## src/rtl/alu_operand_loader_if.sv

```systemverilog
// Operand-loader <-> board/ALU signal bundle: switch/button strobes in, ALU operands out, ALU result back.
// The slave modport is the loader's view; the master modport is the board/ALU side.
interface alu_operand_loader_if #(
  parameter int BYTES = 4,
  parameter int IDX_W = 3
) ();
  localparam int W = 8 * BYTES;

  logic [7:0]       sw_data;
  logic             load_pulse;
  logic [2:0]       op_in;
  logic             start;
  logic             clear;
  logic [W-1:0]     alu_F;
  logic             alu_ZF;
  logic             alu_OF;
  logic [W-1:0]     A_out;
  logic [W-1:0]     B_out;
  logic [2:0]       ALU_OP_out;
  logic [W-1:0]     result;
  logic             ZF_q;
  logic             OF_q;
  logic             res_valid;
  logic             busy;
  logic [2:0]       state_o;
  logic [IDX_W-1:0] byte_idx;

  modport master (
    output sw_data, load_pulse, op_in, start, clear, alu_F, alu_ZF, alu_OF,
    input  A_out, B_out, ALU_OP_out, result, ZF_q, OF_q, res_valid, busy, state_o, byte_idx
  );

  modport slave (
    input  sw_data, load_pulse, op_in, start, clear, alu_F, alu_ZF, alu_OF,
    output A_out, B_out, ALU_OP_out, result, ZF_q, OF_q, res_valid, busy, state_o, byte_idx
  );
endinterface

```

## src/rtl/alu_operand_loader.sv

```systemverilog
// Byte-serial operand loader and result capture for a combinational ALU; result valid 2 edges after start.
// No backpressure: strobes are single-cycle events, ignored in states that do not accept them.
module alu_operand_loader #(
  parameter int BYTES = 4,
  parameter int IDX_W = 3
) (
  input  logic                  clk,
  input  logic                  rst,
  alu_operand_loader_if.slave   bus
);
  localparam int W = 8 * BYTES;
  localparam logic [IDX_W-1:0] LAST_IDX = IDX_W'(BYTES - 1);

  typedef enum logic [2:0] {
    LOAD_A = 3'd0,
    LOAD_B = 3'd1,
    READY  = 3'd2,
    EXEC   = 3'd3,
    DONE   = 3'd4
  } state_t;

  state_t           state_q, state_d;
  logic [IDX_W-1:0] byte_idx_q, byte_idx_d;
  logic [W-1:0]     a_q, a_d;
  logic [W-1:0]     b_q, b_d;
  logic [2:0]       op_q, op_d;
  logic [W-1:0]     result_q, result_d;
  logic             zf_q, zf_d;
  logic             of_q, of_d;
  logic             res_valid_q, res_valid_d;

  // Little-endian byte insert: byte k lands in bits [8k+7:8k], others untouched.
  function automatic logic [W-1:0] put_byte(input logic [W-1:0]     v,
                                            input logic [IDX_W-1:0] k,
                                            input logic [7:0]       d);
    logic [W-1:0] r;
    r = v;
    for (int i = 0; i < BYTES; i++) begin
      if (k == IDX_W'(i)) r[8*i +: 8] = d;
    end
    return r;
  endfunction

  always_comb begin
    state_d     = state_q;
    byte_idx_d  = byte_idx_q;
    a_d         = a_q;
    b_d         = b_q;
    op_d        = op_q;
    result_d    = result_q;
    zf_d        = zf_q;
    of_d        = of_q;
    res_valid_d = res_valid_q;

    if (bus.clear) begin
      state_d     = LOAD_A;
      byte_idx_d  = '0;
      a_d         = '0;
      b_d         = '0;
      result_d    = '0;
      zf_d        = 1'b0;
      of_d        = 1'b0;
      res_valid_d = 1'b0;
    end else begin
      case (state_q)
        LOAD_A: begin
          if (bus.load_pulse) begin
            a_d = put_byte(a_q, byte_idx_q, bus.sw_data);
            if (byte_idx_q == LAST_IDX) begin
              byte_idx_d = '0;
              state_d    = LOAD_B;
            end else begin
              byte_idx_d = byte_idx_q + IDX_W'(1);
            end
          end
        end
        LOAD_B: begin
          if (bus.load_pulse) begin
            b_d = put_byte(b_q, byte_idx_q, bus.sw_data);
            if (byte_idx_q == LAST_IDX) begin
              byte_idx_d = '0;
              state_d    = READY;
            end else begin
              byte_idx_d = byte_idx_q + IDX_W'(1);
            end
          end
        end
        READY: begin
          if (bus.start) begin
            op_d    = bus.op_in;
            state_d = EXEC;
          end
        end
        EXEC: begin
          // One settle cycle on stable operands, then capture.
          result_d    = bus.alu_F;
          zf_d        = bus.alu_ZF;
          of_d        = bus.alu_OF;
          res_valid_d = 1'b1;
          state_d     = DONE;
        end
        DONE: begin
          if (bus.start) begin
            op_d        = bus.op_in;
            res_valid_d = 1'b0;
            state_d     = EXEC;
          end else if (bus.load_pulse) begin
            // New A entry starts immediately with this byte as A[7:0]; B is kept.
            res_valid_d = 1'b0;
            a_d         = put_byte(a_q, '0, bus.sw_data);
            if (BYTES == 1) begin
              byte_idx_d = '0;
              state_d    = LOAD_B;
            end else begin
              byte_idx_d = IDX_W'(1);
              state_d    = LOAD_A;
            end
          end
        end
        default: begin
          state_d    = LOAD_A;
          byte_idx_d = '0;
        end
      endcase
    end
  end

  always_ff @(posedge clk or posedge rst) begin
    if (rst) begin
      state_q     <= LOAD_A;
      byte_idx_q  <= '0;
      a_q         <= '0;
      b_q         <= '0;
      op_q        <= '0;
      result_q    <= '0;
      zf_q        <= 1'b0;
      of_q        <= 1'b0;
      res_valid_q <= 1'b0;
    end else begin
      state_q     <= state_d;
      byte_idx_q  <= byte_idx_d;
      a_q         <= a_d;
      b_q         <= b_d;
      op_q        <= op_d;
      result_q    <= result_d;
      zf_q        <= zf_d;
      of_q        <= of_d;
      res_valid_q <= res_valid_d;
    end
  end

  assign bus.A_out      = a_q;
  assign bus.B_out      = b_q;
  assign bus.ALU_OP_out = op_q;
  assign bus.result     = result_q;
  assign bus.ZF_q       = zf_q;
  assign bus.OF_q       = of_q;
  assign bus.res_valid  = res_valid_q;
  assign bus.busy       = (state_q == EXEC);
  assign bus.state_o    = state_q;
  assign bus.byte_idx   = byte_idx_q;
endmodule

```

## src/flat_wrapper.sv

```systemverilog
// flat-port wrapper written by rule: the top's interface ports become plain ports
module alu_operand_loader_flat 
#(
  parameter int BYTES = 4,
  parameter int IDX_W = 3
)
  (clk, rst, bus_sw_data, bus_load_pulse, bus_op_in, bus_start, bus_clear, bus_alu_F, bus_alu_ZF, bus_alu_OF, bus_A_out, bus_B_out, bus_ALU_OP_out, bus_result, bus_ZF_q, bus_OF_q, bus_res_valid, bus_busy, bus_state_o, bus_byte_idx);
  alu_operand_loader_if #(.BYTES(BYTES), .IDX_W(IDX_W)) bus_i ();
  input  logic clk;
  input  logic rst;
  input wire logic [$bits(bus_i.sw_data)-1:0] bus_sw_data;
  input wire logic [$bits(bus_i.load_pulse)-1:0] bus_load_pulse;
  input wire logic [$bits(bus_i.op_in)-1:0] bus_op_in;
  input wire logic [$bits(bus_i.start)-1:0] bus_start;
  input wire logic [$bits(bus_i.clear)-1:0] bus_clear;
  input wire logic [$bits(bus_i.alu_F)-1:0] bus_alu_F;
  input wire logic [$bits(bus_i.alu_ZF)-1:0] bus_alu_ZF;
  input wire logic [$bits(bus_i.alu_OF)-1:0] bus_alu_OF;
  output wire logic [$bits(bus_i.A_out)-1:0] bus_A_out;
  output wire logic [$bits(bus_i.B_out)-1:0] bus_B_out;
  output wire logic [$bits(bus_i.ALU_OP_out)-1:0] bus_ALU_OP_out;
  output wire logic [$bits(bus_i.result)-1:0] bus_result;
  output wire logic [$bits(bus_i.ZF_q)-1:0] bus_ZF_q;
  output wire logic [$bits(bus_i.OF_q)-1:0] bus_OF_q;
  output wire logic [$bits(bus_i.res_valid)-1:0] bus_res_valid;
  output wire logic [$bits(bus_i.busy)-1:0] bus_busy;
  output wire logic [$bits(bus_i.state_o)-1:0] bus_state_o;
  output wire logic [$bits(bus_i.byte_idx)-1:0] bus_byte_idx;
  assign bus_i.sw_data = bus_sw_data;
  assign bus_i.load_pulse = bus_load_pulse;
  assign bus_i.op_in = bus_op_in;
  assign bus_i.start = bus_start;
  assign bus_i.clear = bus_clear;
  assign bus_i.alu_F = bus_alu_F;
  assign bus_i.alu_ZF = bus_alu_ZF;
  assign bus_i.alu_OF = bus_alu_OF;
  assign bus_A_out = bus_i.A_out;
  assign bus_B_out = bus_i.B_out;
  assign bus_ALU_OP_out = bus_i.ALU_OP_out;
  assign bus_result = bus_i.result;
  assign bus_ZF_q = bus_i.ZF_q;
  assign bus_OF_q = bus_i.OF_q;
  assign bus_res_valid = bus_i.res_valid;
  assign bus_busy = bus_i.busy;
  assign bus_state_o = bus_i.state_o;
  assign bus_byte_idx = bus_i.byte_idx;
  alu_operand_loader #(.BYTES(BYTES), .IDX_W(IDX_W)) u_core (.clk(clk), .rst(rst), .bus(bus_i));
endmodule
```

## config.mk

```make
export PLATFORM = sky130hd
export DESIGN_NAME = alu_operand_loader_flat
export DESIGN_NICKNAME = d
export VERILOG_FILES = /design/src/rtl/alu_operand_loader_if.sv /design/src/rtl/alu_operand_loader.sv /design/src/flat_wrapper.sv
export SDC_FILE = /design/constraint.sdc
export NUM_CORES = 1
export LEC_CHECK = 0
export ABC_AREA = 1
export CORE_MARGIN = 4
export CORE_UTILIZATION = 45
export DETAILED_ROUTE_END_ITERATION = 8
export PLACE_DENSITY = 0.8
export SYNTH_ARGS = -nofsm -noshare
export SYNTH_HDL_FRONTEND = slang
export SYNTH_SLANG_ARGS = --single-unit
```

## constraint.sdc

```tcl
create_clock -name clk -period 4.9 [get_ports clk]
set_clock_uncertainty 0.15 [all_clocks]
set_input_delay 0.98 -clock clk [delete_from_list [all_inputs] [get_ports clk]]
set_output_delay 0.98 -clock clk [all_outputs]
set_load 0.02 [all_outputs]
```

Word level (Yosys, flattened, before mapping)

Cells that the tools add are included.

Equality and inequality tests: 19
Multipliers: 0
Magnitude comparators: 0
Multiplexer cells: 36
Bitwise logic cells: 1
Shift operators: 0
$add $sub $neg: 1
Reduce and logical (&&, ||, !) cells: 27
Div/mod/pow operators: 0

Operators by type and width:

| operator              | count |
|---|---|
| $mux W32              | 7 |
| $pmux W32 S2          | 1 |
| $mux W8               | 5 |
| $mux W3               | 13 |
| $reduce_and A4 Y1     | 4 |
| $reduce_bool A2 Y1    | 8 |
| $ne A3 B3 Y1 const B  | 5 |
| $pmux W3 S5           | 1 |
| $reduce_and A3 Y1     | 5 |
| $eq A3 B2 Y1 const B  | 4 |
| $ne A3 B2 Y1 const B  | 3 |
| $pmux W3 S3           | 1 |
| $mux W1               | 7 |
| $eq A3 B1 Y1 const B  | 2 |
| $logic_not A3 Y1      | 2 |
| $reduce_and A6 Y1     | 1 |
| $reduce_bool A3 Y1    | 2 |
| $reduce_or A2 Y1      | 3 |
| $reduce_and A5 Y1     | 1 |
| $ne A4 B4 Y1 const B  | 1 |
| $add A3 B1 Y3 const B | 1 |
| $eq A3 B3 Y1 const B  | 1 |
| $ne A3 B1 Y1 const B  | 1 |
| $ne A2 B1 Y1 const B  | 1 |
| 4 further kinds       | 4 |

Memory bits (read-only): 0
Input bits: 50
Bits in latches: 0
Logic and storage cells: 99
Memories: 0
Memory bits (writable): 0
Flip-flop bits (word level): 108

Longest topological paths before layout

Depth after elaboration: 5
Mapped depth: 8
Mapped depth without buffers: 8

Worst setup path after synthesis

Ideal clock, no wire load.

Path type: register -> output
From: reg u_core.state_q[1], in the netlist u_core.bus.state_o[1]
To: out bus_busy
Stages on the path, launching flop included: 4
Data required time: 3.770 ns
Arrival time: 1.215 ns
Setup slack: 2.555 ns
Cell sequence: dfrtp_1 inv_2 nor3_4 buf_2

Cells in the longest elaborated chain, start to end: 1

Ends and longest elaborated chain:

| item                   | line                      | text |
|---|---|---|
| start, declared        | alu_operand_loader.sv:22  | `state_t state_q, state_d;` |
| start signal, assigned | alu_operand_loader.sv:140 | `state_q <= state_d;` |
| $eq A3 B2 Y1           | alu_operand_loader.sv:159 | `assign bus.busy = (state_q == EXEC);` |
| end, declared          | flat_wrapper.sv:26        | `output wire logic [$bits(bus_i.busy)-1:0] bus_busy;` |

Every way passes these cells.

Worst setup path after layout

Ends and elaborated chain as after synthesis.

==> summary.txt <==
Final layout
  • Net count, final: 680
  • Fillers: 757
  • Non-Filler Instances: 760
  • Antenna fix cells: 0
  • Share of cells above drive strength 1: 5.071%
  • Register area: 2703 um^2
  • Multi-input gate area: 1529 um^2
  • Final Cell Area: 6279 um^2
  • Area growth from synthesis to layout: 41.83%

Logic synthesis
  • Yosys warns: 0
  • Mapped Area: 4427 um^2
  • Commonest cells in the netlist: 141 x nand2_1, 108 x dfrtp_1, 86 x nand3_1
  • Flops & latches, synth: 108
  • Synth area leader: dfrtp_1
  • Count leader, synth: nand2_1
  • Mean Syn Cell Area: 9.261 um^2
  • Ys flop type: dfrtp_1
  • Unique masters post-synth: 20
  • Ys async rst share: 100.0%
  • Area contributors post-synth: dfrtp_1 61%, nand2_1 12%, nand3_1 9.7%, o21ai_0 5.7%, nor2_1 1.5%
  • Seq/Total Area, Yosys: 61.05%
  • EDFF count, synth: 0
  • Cell count after synthesis: 478
  • Share of the synthesized area in the top cell type: 61.05%
  • Post-synthesis net count: 532

Power
  • Leakage: 2.958 nW
  • Peak supply drop: 0.2524 mV
  • Total power density per cell area: 474.7 nW/um^2

CTS
  • Htree depth: 3
  • Clk sinks: 108
  • CTS clk-pin slew, worst paths: 110 ps
  • Clk_lat worst skew: 380 ps
  • Longest Clk Path Bufs: 2
  • CTS buffer count: 9
  • Post-CTS Resized: 0
  • CTS tree: yes
  • CTS hold repair buffers: 0
  • Setup bufs post-CTS: 0
  • CTS Root Buffer Type: clkbuf_8

Route
  • Met2 wire length: 6.029 mm
  • Routed wl met3: 1.193 mm
  • Initial DRC Count: 213
  • WL final: 12.35 mm
  • M1 WL: 4.902 mm
  • Mean routed wirelength per cell: 16.25 um
  • Total number of vias: 3928
  • Antenna-violating nets left: 0
  • Drt pass-1 iters: 5
  • Highest metal used: met4
  • # DRC: 0
  • Post-DR vias/cell: 5.168

Global routing
  • Vias in the first global route: 3806
  • Antenna violations before repair: 0
  • Global-route wire length before repair: 19.61 mm
  • Grt ovf: 0
  • Pin count of the biggest net entering global routing: 90
  • Total Routing Usage GR: 21.80%

Timing
  • Minimum clock period: 3303 ps
  • Maximum clock frequency: 302.7 MHz
  • Setup_tns: 0 ps
  • Hold WS: 333.4 ps
  • Worst slew pin tran: 1065 ps
  • Final Cycle Share: 67.41%
  • Final Setup Violations: 0
  • Final slew viol count: 0
  • Final Hold Vio Count: 0
  • RSZ-0062 raised after global routing: no
  • Relative slew slack: 29.03%

Critical path
  • Critical path required time: 3770 ps
  • Worst Path Class, Setup: flop to output pin
  • Crit-path max FO: 37
  • CP arrival: 2170 ps
  • Setup crit end kind: output pin
  • Worst setup SP type: flop

Floorplan
  • Starting Density: 47.02%
  • Die Y: 107.2 um
  • Die area: 11490 um^2
  • FP Rows: 35
  • Total core area: 9415 um^2
  • Die Width: 107.2 um
  • # IOs: 159

Run
  • Max Cap Violations: 0

Place
  • Placed standard-cell area: 6052 um^2
  • Dpl hpwl: 8.905 mm
  • Port buffer count: 158
  • Placed Instances: 744
  • GP Congestion: 0.8855

Outcome
  • Outcome: completed

Hold path
  • Worst Hold Class: flop to flop
## layout make-up
| class | count | area share (%) |
|---|---|---|
| tap | 129 | 2.571 |
| multi-input combinational | 332 | 24.35 |
| clock inverter | 7 | 1.634 |
| sequential | 108 | 43.05 |
| clock buffer | 9 | 1.973 |
| inverter | 14 | 0.8768 |
| timing repair buffer | 161 | 25.55 |
## layer usage
layer  global-route usage (%)  vias up
li1                         -     1893
met1                    26.64     1845
met2                    36.46      173
met3                    7.827       17
met4                    6.119        0
met5                        0        -
## cell families (layout without fill, tap and decap cells)
logic type               after synthesis  after routing  synth area share, %
adder cells (fa/ha/maj)                4              4                1.131
AO/OA/AOI/OAI                         66             66                7.575
buffers and inverters                 38            191                4.409
AND/OR/NAND/NOR                      262            262                25.83
flip-flops                           108            108                61.05
## worst max-delay path, stage by stage (launching register included)
cell and delay [ps]:
dfrtp_1 480, inv_2 110, nor3_4 160, buf_4 360
clkdlybuf4s50_1 680
## through the flow
stage	util, %	total power, mW	worst slack, ps
floorplan	-	1.841	924.4
global placement	64.28	2.374	1827
detailed placement	64.28	2.406	1731
CTS	66.68	2.996	1601
global route	66.68	3.143	1482
finish	66.68	2.981	1597
## power by group
part           total (mW)  leakage [nW]  internal (mW)  switching (mW)
registers            1.22          1.44           1.09           0.136
logic                1.16          1.41          0.491           0.670
clock network       0.597         0.113          0.255           0.342
total                2.98          2.96           1.83            1.15
## sequential cells by signal (all words and copies together) (netlist names)
name and cells:
u_core.bus.A_out 32, u_core.bus.ALU_OP_out 3, u_core.bus.byte_idx 3, u_core.bus.OF_q 1
u_core.bus.B_out 32, u_core.bus.state_o 3, u_core.bus.ZF_q 1, u_core.bus.res_valid 1
u_core.bus.result 32
## layout by cell type, fill, tap and decap left out, types with 3 or more instances in the layout
| cell | Yosys | layout |
|---|---|---|
| clkdlybuf4s50_1 | 0 | 158 |
| nand2_1 | 141 | 141 |
| dfrtp_1 | 108 | 108 |
| nand3_1 | 86 | 86 |
| o21ai_0 | 50 | 50 |
| nor2_1 | 18 | 18 |
| a21oi_1 | 13 | 13 |
| nand4_1 | 10 | 10 |
| inv_1 | 10 | 9 |
| clkbuf_8 | 0 | 9 |
| nand2_2 | 6 | 6 |
| inv_2 | 4 | 4 |
| ha_1 | 4 | 4 |
| buf_4 | 5 | 3 |
## path summary, 6_finish.rpt
kind / slack [ps] / cells past startpoint / end / from
max: 1600 / 4 / bus_busy / u_core.bus.state_o[1]
min: 330 / 2 / u_core.bus.A_out[6] / u_core.bus.A_out[6]
max reg2reg: 2830 / 7 / u_core.bus.A_out[0] / u_core.bus.state_o[1]
min reg2reg: 330 / 2 / u_core.bus.A_out[6] / u_core.bus.A_out[6]
max in group asynchronous: 2660 / 3 / u_core.bus.A_out[31] / rst
min in group asynchronous: 1060 / 2 / u_core.bus.B_out[7] / rst
No activity file was read; power rests on OpenSTA's default activity.
